$ cat src/rtl/bcd_pkg.sv
// Shared constants and FSM state type for the serial BCD adder family.
package bcd_pkg;

    localparam int DIGIT_W        = 4;
    localparam int DEFAULT_DIGITS = 19;

    typedef enum logic [1:0] {
        IDLE = 2'd0,
        RUN  = 2'd1,
        DONE = 2'd2
    } state_t;

endpackage

$ cat src/rtl/bcd_4adder.sv
// Single-digit BCD adder: sum = a + b + cin with decimal carry out.
module bcd_4adder
    import bcd_pkg::*;
(
    input  logic [DIGIT_W-1:0] a,
    input  logic [DIGIT_W-1:0] b,
    input  logic               cin,
    output logic [DIGIT_W-1:0] sum,
    output logic               cout
);

    logic [DIGIT_W:0] raw_s;

    // Binary sum, then +6 correction whenever the result passes 9
    always_comb begin
        raw_s = {1'b0, a} + {1'b0, b} + {4'b0000, cin};
        if (raw_s > 5'd9) begin
            sum  = raw_s[DIGIT_W-1:0] + 4'd6;
            cout = 1'b1;
        end else begin
            sum  = raw_s[DIGIT_W-1:0];
            cout = 1'b0;
        end
    end

endmodule

$ cat src/rtl/bcd_serial_add_ctrl.sv
// Digit-serial BCD add (and subtract when BCD_SUB_EN is defined), one digit per clock, LSD first.
module bcd_serial_add_ctrl
    import bcd_pkg::*;
#(
    parameter int DIGITS = DEFAULT_DIGITS
) (
    input  logic                      clk,
    input  logic                      rst,
    input  logic                      start,
    input  logic [DIGIT_W*DIGITS-1:0] a,
    input  logic [DIGIT_W*DIGITS-1:0] b,
`ifdef BCD_SUB_EN
    input  logic                      sub,
`endif
    output logic                      busy,
    output logic                      done,
    output logic [DIGIT_W*DIGITS-1:0] s,
    output logic                      cout,
    output logic                      err
);

    localparam int W  = DIGIT_W * DIGITS;
    localparam int IW = (DIGITS > 1) ? $clog2(DIGITS) : 1;

    state_t               state_r;
    logic [W-1:0]         a_r, b_r, s_r;
    logic [IW-1:0]        idx_r;
    logic                 carry_r, cout_r, err_r, busy_r, done_r;
    logic [DIGIT_W-1:0]   a_dig_s, b_dig_s, b_eff_s, sum_dig_s;
    logic                 dig_cout_s, last_s, init_carry_s;
`ifdef BCD_SUB_EN
    logic                 sub_r;
`endif

    function automatic logic has_bad_digit(input logic [W-1:0] v);
        logic r;
        r = 1'b0;
        for (int i = 0; i < DIGITS; i++) begin
            if (v[i*DIGIT_W +: DIGIT_W] > 4'd9) begin
                r = 1'b1;
            end
        end
        return r;
    endfunction

    // Current digit pair and operation-dependent addend / initial carry
    always_comb begin
        a_dig_s = a_r[idx_r*DIGIT_W +: DIGIT_W];
        b_dig_s = b_r[idx_r*DIGIT_W +: DIGIT_W];
        last_s  = (idx_r == IW'(DIGITS-1));
`ifdef BCD_SUB_EN
        if (sub_r) begin
            b_eff_s = 4'd9 - b_dig_s;
        end else begin
            b_eff_s = b_dig_s;
        end
        init_carry_s = sub;
`else
        b_eff_s      = b_dig_s;
        init_carry_s = 1'b0;
`endif
    end

    bcd_4adder u_digit_add (
        .a    (a_dig_s),
        .b    (b_eff_s),
        .cin  (carry_r),
        .sum  (sum_dig_s),
        .cout (dig_cout_s)
    );

    // Control FSM with registered status and result
    always_ff @(posedge clk) begin
        if (rst) begin
            state_r <= IDLE;
            a_r     <= '0;
            b_r     <= '0;
            s_r     <= '0;
            idx_r   <= '0;
            carry_r <= 1'b0;
            cout_r  <= 1'b0;
            err_r   <= 1'b0;
            busy_r  <= 1'b0;
            done_r  <= 1'b0;
`ifdef BCD_SUB_EN
            sub_r   <= 1'b0;
`endif
        end else begin
            case (state_r)
                IDLE, DONE: begin
                    done_r <= 1'b0;
                    if (start) begin
                        a_r     <= a;
                        b_r     <= b;
`ifdef BCD_SUB_EN
                        sub_r   <= sub;
`endif
                        s_r     <= '0;
                        idx_r   <= '0;
                        carry_r <= init_carry_s;
                        cout_r  <= 1'b0;
                        err_r   <= has_bad_digit(a) | has_bad_digit(b);
                        busy_r  <= 1'b1;
                        state_r <= RUN;
                    end else begin
                        busy_r  <= 1'b0;
                        state_r <= IDLE;
                    end
                end
                RUN: begin
                    s_r[idx_r*DIGIT_W +: DIGIT_W] <= sum_dig_s;
                    carry_r <= dig_cout_s;
                    if (last_s) begin
                        cout_r  <= dig_cout_s;
                        busy_r  <= 1'b0;
                        done_r  <= 1'b1;
                        state_r <= DONE;
                    end else begin
                        idx_r   <= idx_r + IW'(1);
                    end
                end
                default: begin
                    busy_r  <= 1'b0;
                    done_r  <= 1'b0;
                    state_r <= IDLE;
                end
            endcase
        end
    end

    assign busy = busy_r;
    assign done = done_r;
    assign s    = s_r;
    assign cout = cout_r;
    assign err  = err_r;

endmodule
$ cat config.mk
export PLATFORM = sky130hd
export DESIGN_NAME = bcd_serial_add_ctrl
export DESIGN_NICKNAME = d
export VERILOG_FILES = /design/src/rtl/bcd_pkg.sv /design/src/rtl/bcd_4adder.sv /design/src/rtl/bcd_serial_add_ctrl.sv
export SDC_FILE = /design/constraint.sdc
export NUM_CORES = 1
export LEC_CHECK = 0
export CORE_ASPECT_RATIO = 0.7
export CORE_MARGIN = 4
export CORE_UTILIZATION = 45
export CTS_CLUSTER_SIZE = 24
export DETAILED_ROUTE_END_ITERATION = 12
export GPL_TIMING_DRIVEN = 0
export PLACE_DENSITY = 0.83
export SLEW_MARGIN = 20
export SYNTH_ARGS = -nofsm -noshare
export SYNTH_HDL_FRONTEND = slang
export SYNTH_SLANG_ARGS = --single-unit
$ cat constraint.sdc
create_clock -name clk -period 9.8 [get_ports clk]
set_input_delay 2.45 -clock clk [delete_from_list [all_inputs] [get_ports clk]]
set_output_delay 2.45 -clock clk [all_outputs]
set_load 0.02 [all_outputs]
==> key figures, run 1 <==
Power and ir drop
  • NetSw: 0.000625 W
  • Internal: 0.00174 W
  • Sw frac: 26.4%
  • Clock power frac: 41.1%
  • Logic pwr share: 15.1%
  • Leak: 4.90 nW
  • Max VDD drop: 0.114 mV
  • PD cells: 169 nW/µm²
  • Part of the power in registers: 43.9%

Global route
  • Antenna violations before repair: 1
  • First-pass GRT wire length: 56.7 mm
  • Vias in the first global route: 10,300
  • Overflow after GRT: 0
  • Largest net degree at the start of global routing: 16
  • Total Routing Usage GR: 27.9%

Placed design
  • PortBufs: 233
  • Post-DP HPWL: 28.4 mm
  • Placer congestion estimate: 0.953
  • Pre-CTS setup slack: 4370 ps

Setup path
  • Crit-path slowest cell: mux2i_1
  • Crit Path Max Fanout: 10
  • Critical Path Start Type: flip-flop
  • Crit Path Class: reg -> reg
  • R2R depth: 19
  • CP Capture Type: flip-flop
  • RR Startpoint: idx_r[0]
  • Worst path arrival time: 6150 ps
  • Most Frequent Cell on Critical Path: inv_1
  • Worst Path Required: 10,240 ps
  • FF-to-FF End: s[42]
  • Peak per-stage delay on the critical path: 560 ps
  • Reg-to-reg slack, setup: 4090 ps
  • CP cell instances: buf_6 > buf_2 > buf_2 > inv_1 > nor2_1 > a21oi_1 > o21ai_0 > fa_1 > inv_1 > fa_1 > xnor2_1 > inv_1 > ha_1 > inv_1 > o22ai_1 > o31a_1 > mux2i_1 > nand3_1 > o21ai_0

Route
  • DRC: 0
  • Via count: 10,700
  • Drt first pass iters: 7
  • Final WL: 37.7 mm
  • Final ANT Viol Nets: 0
  • Via density per instance: 5.85
  • DR WL/cell: 20.6 µm
  • 1st-iter DRT viols: 1,429

Final layout
  • Nets: 1,673
  • # diodes: 0
  • Fillers: 1,917
  • Layout cells sized above 1: 7.49%
  • Area of the multi-input gates: 5270 µm²
  • Sequential cell area: 4800 µm²
  • Layout area overhead: 33.9%

Synth
  • Mux cell area share after synthesis: 9.52%
  • Net count after synthesis: 1,415
  • Synthesized flop and latch total: 240
  • Main combinational cell family by area after synthesis: simple AND/OR/NAND/NOR gates
  • Yosys cell types: 50
  • Most instantiated library cell after synthesis: nand2_1
  • Synth Area in Compound Gates: 17.0%
  • Post-synth EDFFs: 0
  • Commonest cells post-synth: nand2_1, dfxtp_1, a21oi_1
  • Cells after Synth: 1,248
  • YS warnings: 0
  • Area share of the largest cell type after synthesis: 45.9%
  • Adder-Cell Fraction of Synth Area: 1.58%
  • Area leader, netlist: dfxtp_1
  • Post-synth ARST share: 0%
  • Ys flop type: dfxtp_1
  • Top cells by area, synth: dfxtp_1, nand2_1, a21oi_1
  • Mean Syn Cell Area: 8.38 µm²
  • Post-synthesis xor/xnor area fraction: 0.419%
  • Synth Area in Simple Gates: 21.8%
  • Cell Area, Synth: 10,500 µm²
  • Seq/Total Area, Yosys: 45.9%

Die
  • Die X: 190 µm
  • Site Rows: 46
  • Core area: 22,700 µm²
  • Initial core utilization: 46.0%
  • Die Y-Extent: 136 µm
  • I/O pin cnt: 235
  • Die area: 25,800 µm²

Timing
  • RSZ-0062 raised after global routing: false
  • Setup violators final: 0
  • Fin Setup TNS: 0 ps
  • Slew Viols, Final: 0
  • Fmax: 175 MHz
  • Final worst setup slack: 4090 ps
  • Final Hold Vio Count: 0
  • Final period util: 58.3%
  • Headroom to the max-slew limit: 35.7%
  • Worst-margin pin slew: 964 ps
  • Fin Clk Skew: 9.69 ps
  • Clock period minus final worst setup slack: 5710 ps

Clock network
  • CTS sink cnt: 240
  • Root buf cell: clkbuf_16
  • Cts hold-fix bufs: 0
  • Post-CTS setup repair buffer count: 0
  • Maximum clock path buffer count: 3
  • Clk_lat worst skew: 520 ps
  • Clock transition at path regs: 70 ps
  • Post-cts gate resize count: 0
  • CTS tree: done
  • Total CTS buffers: 23
  • H-Tree Depth: 1

Outcome
  • Status: finished clean

Min path
  • Worst hold path stage count: 2
  • Hold WC Path Type: reg -> reg
  • Hold Path Sink: b_r[24]
  • Worst Hold Launch: b_r[24]

Flow run
  • Max cap viols: 0
[power groups by stage]
stage / Sequential [W] / Combinational, W / Clock [W]
final: 0.00104 / 0.000357 / 0.000972
after global routing: 0.00104 / 0.000382 / 0.00101
after CTS: 0.00104 / 0.000346 / 0.000975
after detailed placement: 0.00106 / 0.000341 / 0
after global placement: 0.00106 / 0.000334 / 0
after floorplan: 0.00105 / 0.000190 / 0
[flip-flops by register name, summed over array words and instances (netlist names)]
signal	count
carry_r	1
state_r	2
err	1
s	76
busy	1
done	1
cout	1
a_r	76
b_r	76
idx_r	5
[worst max-delay path, delay by kind of cell (launching register included)]
kind                     cells  cell delay [ps]
AO/OA/AOI/OAI                5             1160
adder cells (fa/ha/maj)      3              980
buffers and inverters        7             1430
AND/OR/NAND/NOR              2              800
multiplexers                 1              560
flip-flops                   1              410
XOR/XNOR                     1              270
[cell type report]
| cell class | count | share of cell area (%) |
|---|---|---|
| Clock buffer | 31 | 4.75 |
| Inverter | 10 | 0.268 |
| Sequential cell | 240 | 34.3 |
| Tap cell | 312 | 2.79 |
| Multi-Input combinational cell | 912 | 37.6 |
| Clock inverter | 11 | 1.16 |
| Buffer | 86 | 2.53 |
| Timing Repair Buffer | 233 | 16.6 |
[routing by layer]
layer / track usage [%] / vias up / share of wire (%)
met2: 41.9 / 714 / 43
li1: - / 4868 / -
met1: 40.0 / 5054 / 41
met4: 7.78 / 2 / 2.9
met5: 0 / - / 0.013
met3: 7.37 / 103 / 13
[worst max path at each step]
stage	slack, ps	to	startpoint	cells after the start
after detailed placement	4370	s[42]	idx_r[0]	19
after global placement	4460	s[26]	idx_r[0]	19
after floorplan	5570	s[26]	idx_r[0]	16
after CTS	4270	s[42]	idx_r[0]	19
after global routing	3680	s[58]	idx_r[0]	19
final	4090	s[42]	idx_r[0]	19
[placed cells by master, fill, tap and decap left out, drive strengths merged, types with 4 or more instances in the layout]
master	instances
nand2	347
dfxtp	240
clkdlybuf4s50	233
a21oi	184
clkbuf	91
o21ai	78
nor2	60
nand3	58
mux4	37
a32o	27
buf	26
nand4	16
mux2i	14
nor3	12
ha	10
inv	10
a31oi	9
or2	7
clkinv	7
and3	6
nor2b	4
nand2b	4
or3	4
bufinv	4
[metrics by stage]
step	instance area (µm²)	hold WS, ps	total power [W]	util (%)	instances
after global placement	13200	439	0.00139	58.0	1793
after global routing	14000	469	0.00244	61.6	1835
after CTS	14000	452	0.00236	61.6	1835
final	14000	454	0.00237	61.6	1835
after floorplan	10500	433	0.00124	-	1248
after detailed placement	13200	444	0.00140	58.0	1793
[logic make-up after synthesis]
logic type                 count (synthesis)
xor gates and xnor gates                   5
muxes                                     53
DFF                                      240
buffers and inverters                     96
adders and majority gates                 12
and+or+nand+nor                          531
AOI/OAI and AO/OA                        311
Note: power is estimated with default switching activity, not from simulation.
==> run 2: changes to the inputs <==
- PLACE_DENSITY: 0.83 -> 0.85
- clock period: 9.8 -> 5.1 ns (I/O delays scaled with it)
==> key figures, run 2 (same netlist as run 1, synthesis figures left out) <==
Final layout
  • Layout area overhead: 34.2%
  • Finished Core Util: 61.8%
  • Layout cells sized above 1: 7.87%
  • Most common cell after layout, fill and taps aside: nand2_1
  • Nets: 1,673
  • # diodes: 0
  • Leading cell types in the layout, fill and taps excluded: nand2_1, dfxtp_1, clkdlybuf4s50_1, a21oi_1, o21ai_0

Timing
  • Fin Setup TNS: 0 ps
  • Fin Clk Skew: 16.3 ps
  • Slew Viols, Final: 0
  • Final Hold Vio Count: 0
  • Setup violators final: 0
  • Final period util: 96.0%
  • Worst-margin pin slew: 801 ps
  • Headroom to the max-slew limit: 46.6%
  • Fmax: 204 MHz
  • RSZ-0062 raised after global routing: true
  • Clock period minus final worst setup slack: 4900 ps

Global route
  • Overflow after GRT: 0
  • Antenna violations before repair: 0
  • First-pass GRT wire length: 57.0 mm
  • Largest net degree at the start of global routing: 15
  • Total Routing Usage GR: 27.9%
  • Vias in the first global route: 10,400

Outcome
  • Status: finished clean

Die
  • Die X: 190 µm
  • Die Y-Extent: 136 µm
  • Core area: 22,700 µm²
  • Initial core utilization: 46.0%
  • Site Rows: 46
  • I/O pin cnt: 235
  • Die area: 25,800 µm²

Route
  • Via count: 10,800
  • Final WL: 37.6 mm
  • 1st-iter DRT viols: 1,313
  • DRC: 0
  • Drt first pass iters: 5
  • Via density per instance: 5.89
  • Final ANT Viol Nets: 0
  • DR WL/cell: 20.5 µm

Flow run
  • Max cap viols: 0

Setup path
  • Most Frequent Cell on Critical Path: inv_1
  • CP Capture Type: flip-flop
  • Worst Path Required: 5550 ps
  • Crit path max-delay family: multiplexers
  • CP cell instances: buf_6 > buf_8 > mux4_2 > mux4_2 > nand2_1 > o21ai_0 > fa_1 > inv_1 > fa_1 > xnor2_1 > inv_1 > ha_1 > inv_1 > o22ai_1 > o31a_1 > mux2i_4 > nand3_1 > o21ai_0
  • Peak per-stage delay on the critical path: 570 ps
  • CP Buf/Inv Count: 5
  • Crit Path Class: reg -> reg
  • Crit-path slowest cell: mux4_2
  • Critical Path Start Type: flip-flop
  • Crit Path Max Fanout: 10
  • Worst path arrival time: 5340 ps

Power and ir drop
  • Total power draw: 0.00449 W
  • Leak: 4.90 nW
  • PD cells: 320 nW/µm²
  • Max VDD drop: 0.242 mV

Placed design
  • PortBufs: 233
  • Post-DP HPWL: 28.5 mm
  • Placer congestion estimate: 0.940

Clock network
  • Total CTS buffers: 24
  • H-Tree Depth: 1
  • Maximum clock path buffer count: 3
  • Cts hold-fix bufs: 0
  • CTS sink cnt: 240
  • Clk_lat worst skew: 530 ps
  • Clock transition at path regs: 60 ps
  • CTS tree: done
  • Post-CTS setup repair buffer count: 0
  • Root buf cell: clkbuf_16

Min path
  • Hold WC Path Type: reg -> reg
## run 2: tightest hold or removal path, delay by kind of cell (launching register included)
| family | cells | cell delay, ps |
|---|---|---|
| simple gates | 1 | 50 |
| compound gates | 1 | 50 |
| flops | 1 | 310 |
## run 2: what timing repair did
item / in CTS / in global routing
endpoints found under the setup margin: 39 / 48
gates resized for setup: 11 / 13
gates cloned: 0 / 0
endpoints found under the hold margin: 0 / 0
## run 2: final timing paths
path	from	end	slack (ps)	depth (start not counted)
min	b_r[32]	b_r[32]	450	2
max	idx_r[0]	s[46]	200	18
min reg2reg	b_r[32]	b_r[32]	450	2
max reg2reg	idx_r[0]	s[46]	200	18
## run 2: cell type report
cell class | count | area (µm²)
clock inverter | 13 | 133
sequential | 240 | 4800
tap | 312 | 390
multi-input combinational | 912 | 5290
buffer | 85 | 385
fill | 1841 | 8690
timing repair buffer | 233 | 2330
clock buffer | 31 | 667
inverter | 10 | 37.5
## run 2: routing by layer
layer / wire length, µm / track usage, %
met2: 16300 / 42.7
met5: 0 / 0
met1: 15500 / 39.3
met4: 1130 / 8.01
met3: 4650 / 7.11
## run 2: per-stage QoR
stage | hold slack [ps] | cells | setup WS (ps) | cell area [µm²]
5_1_grt | 467 | 1836 | -7.27 | 14000
3_5_place_dp | 446 | 1793 | -361 | 13200
2_1_floorplan | 433 | 1248 | 871 | 10500
6_report | 453 | 1836 | 205 | 14000
3_3_place_gp | 439 | 1793 | -217 | 13200
4_1_cts | 454 | 1837 | 78.7 | 14000
## run 2: power breakdown
part / total [W] / switching, W / internal, W
combinational: 0.000694 / 0.000409 / 0.000285
clock: 0.00180 / 0.000771 / 0.00103
sequential: 0.00200 / 0.0000459 / 0.00195
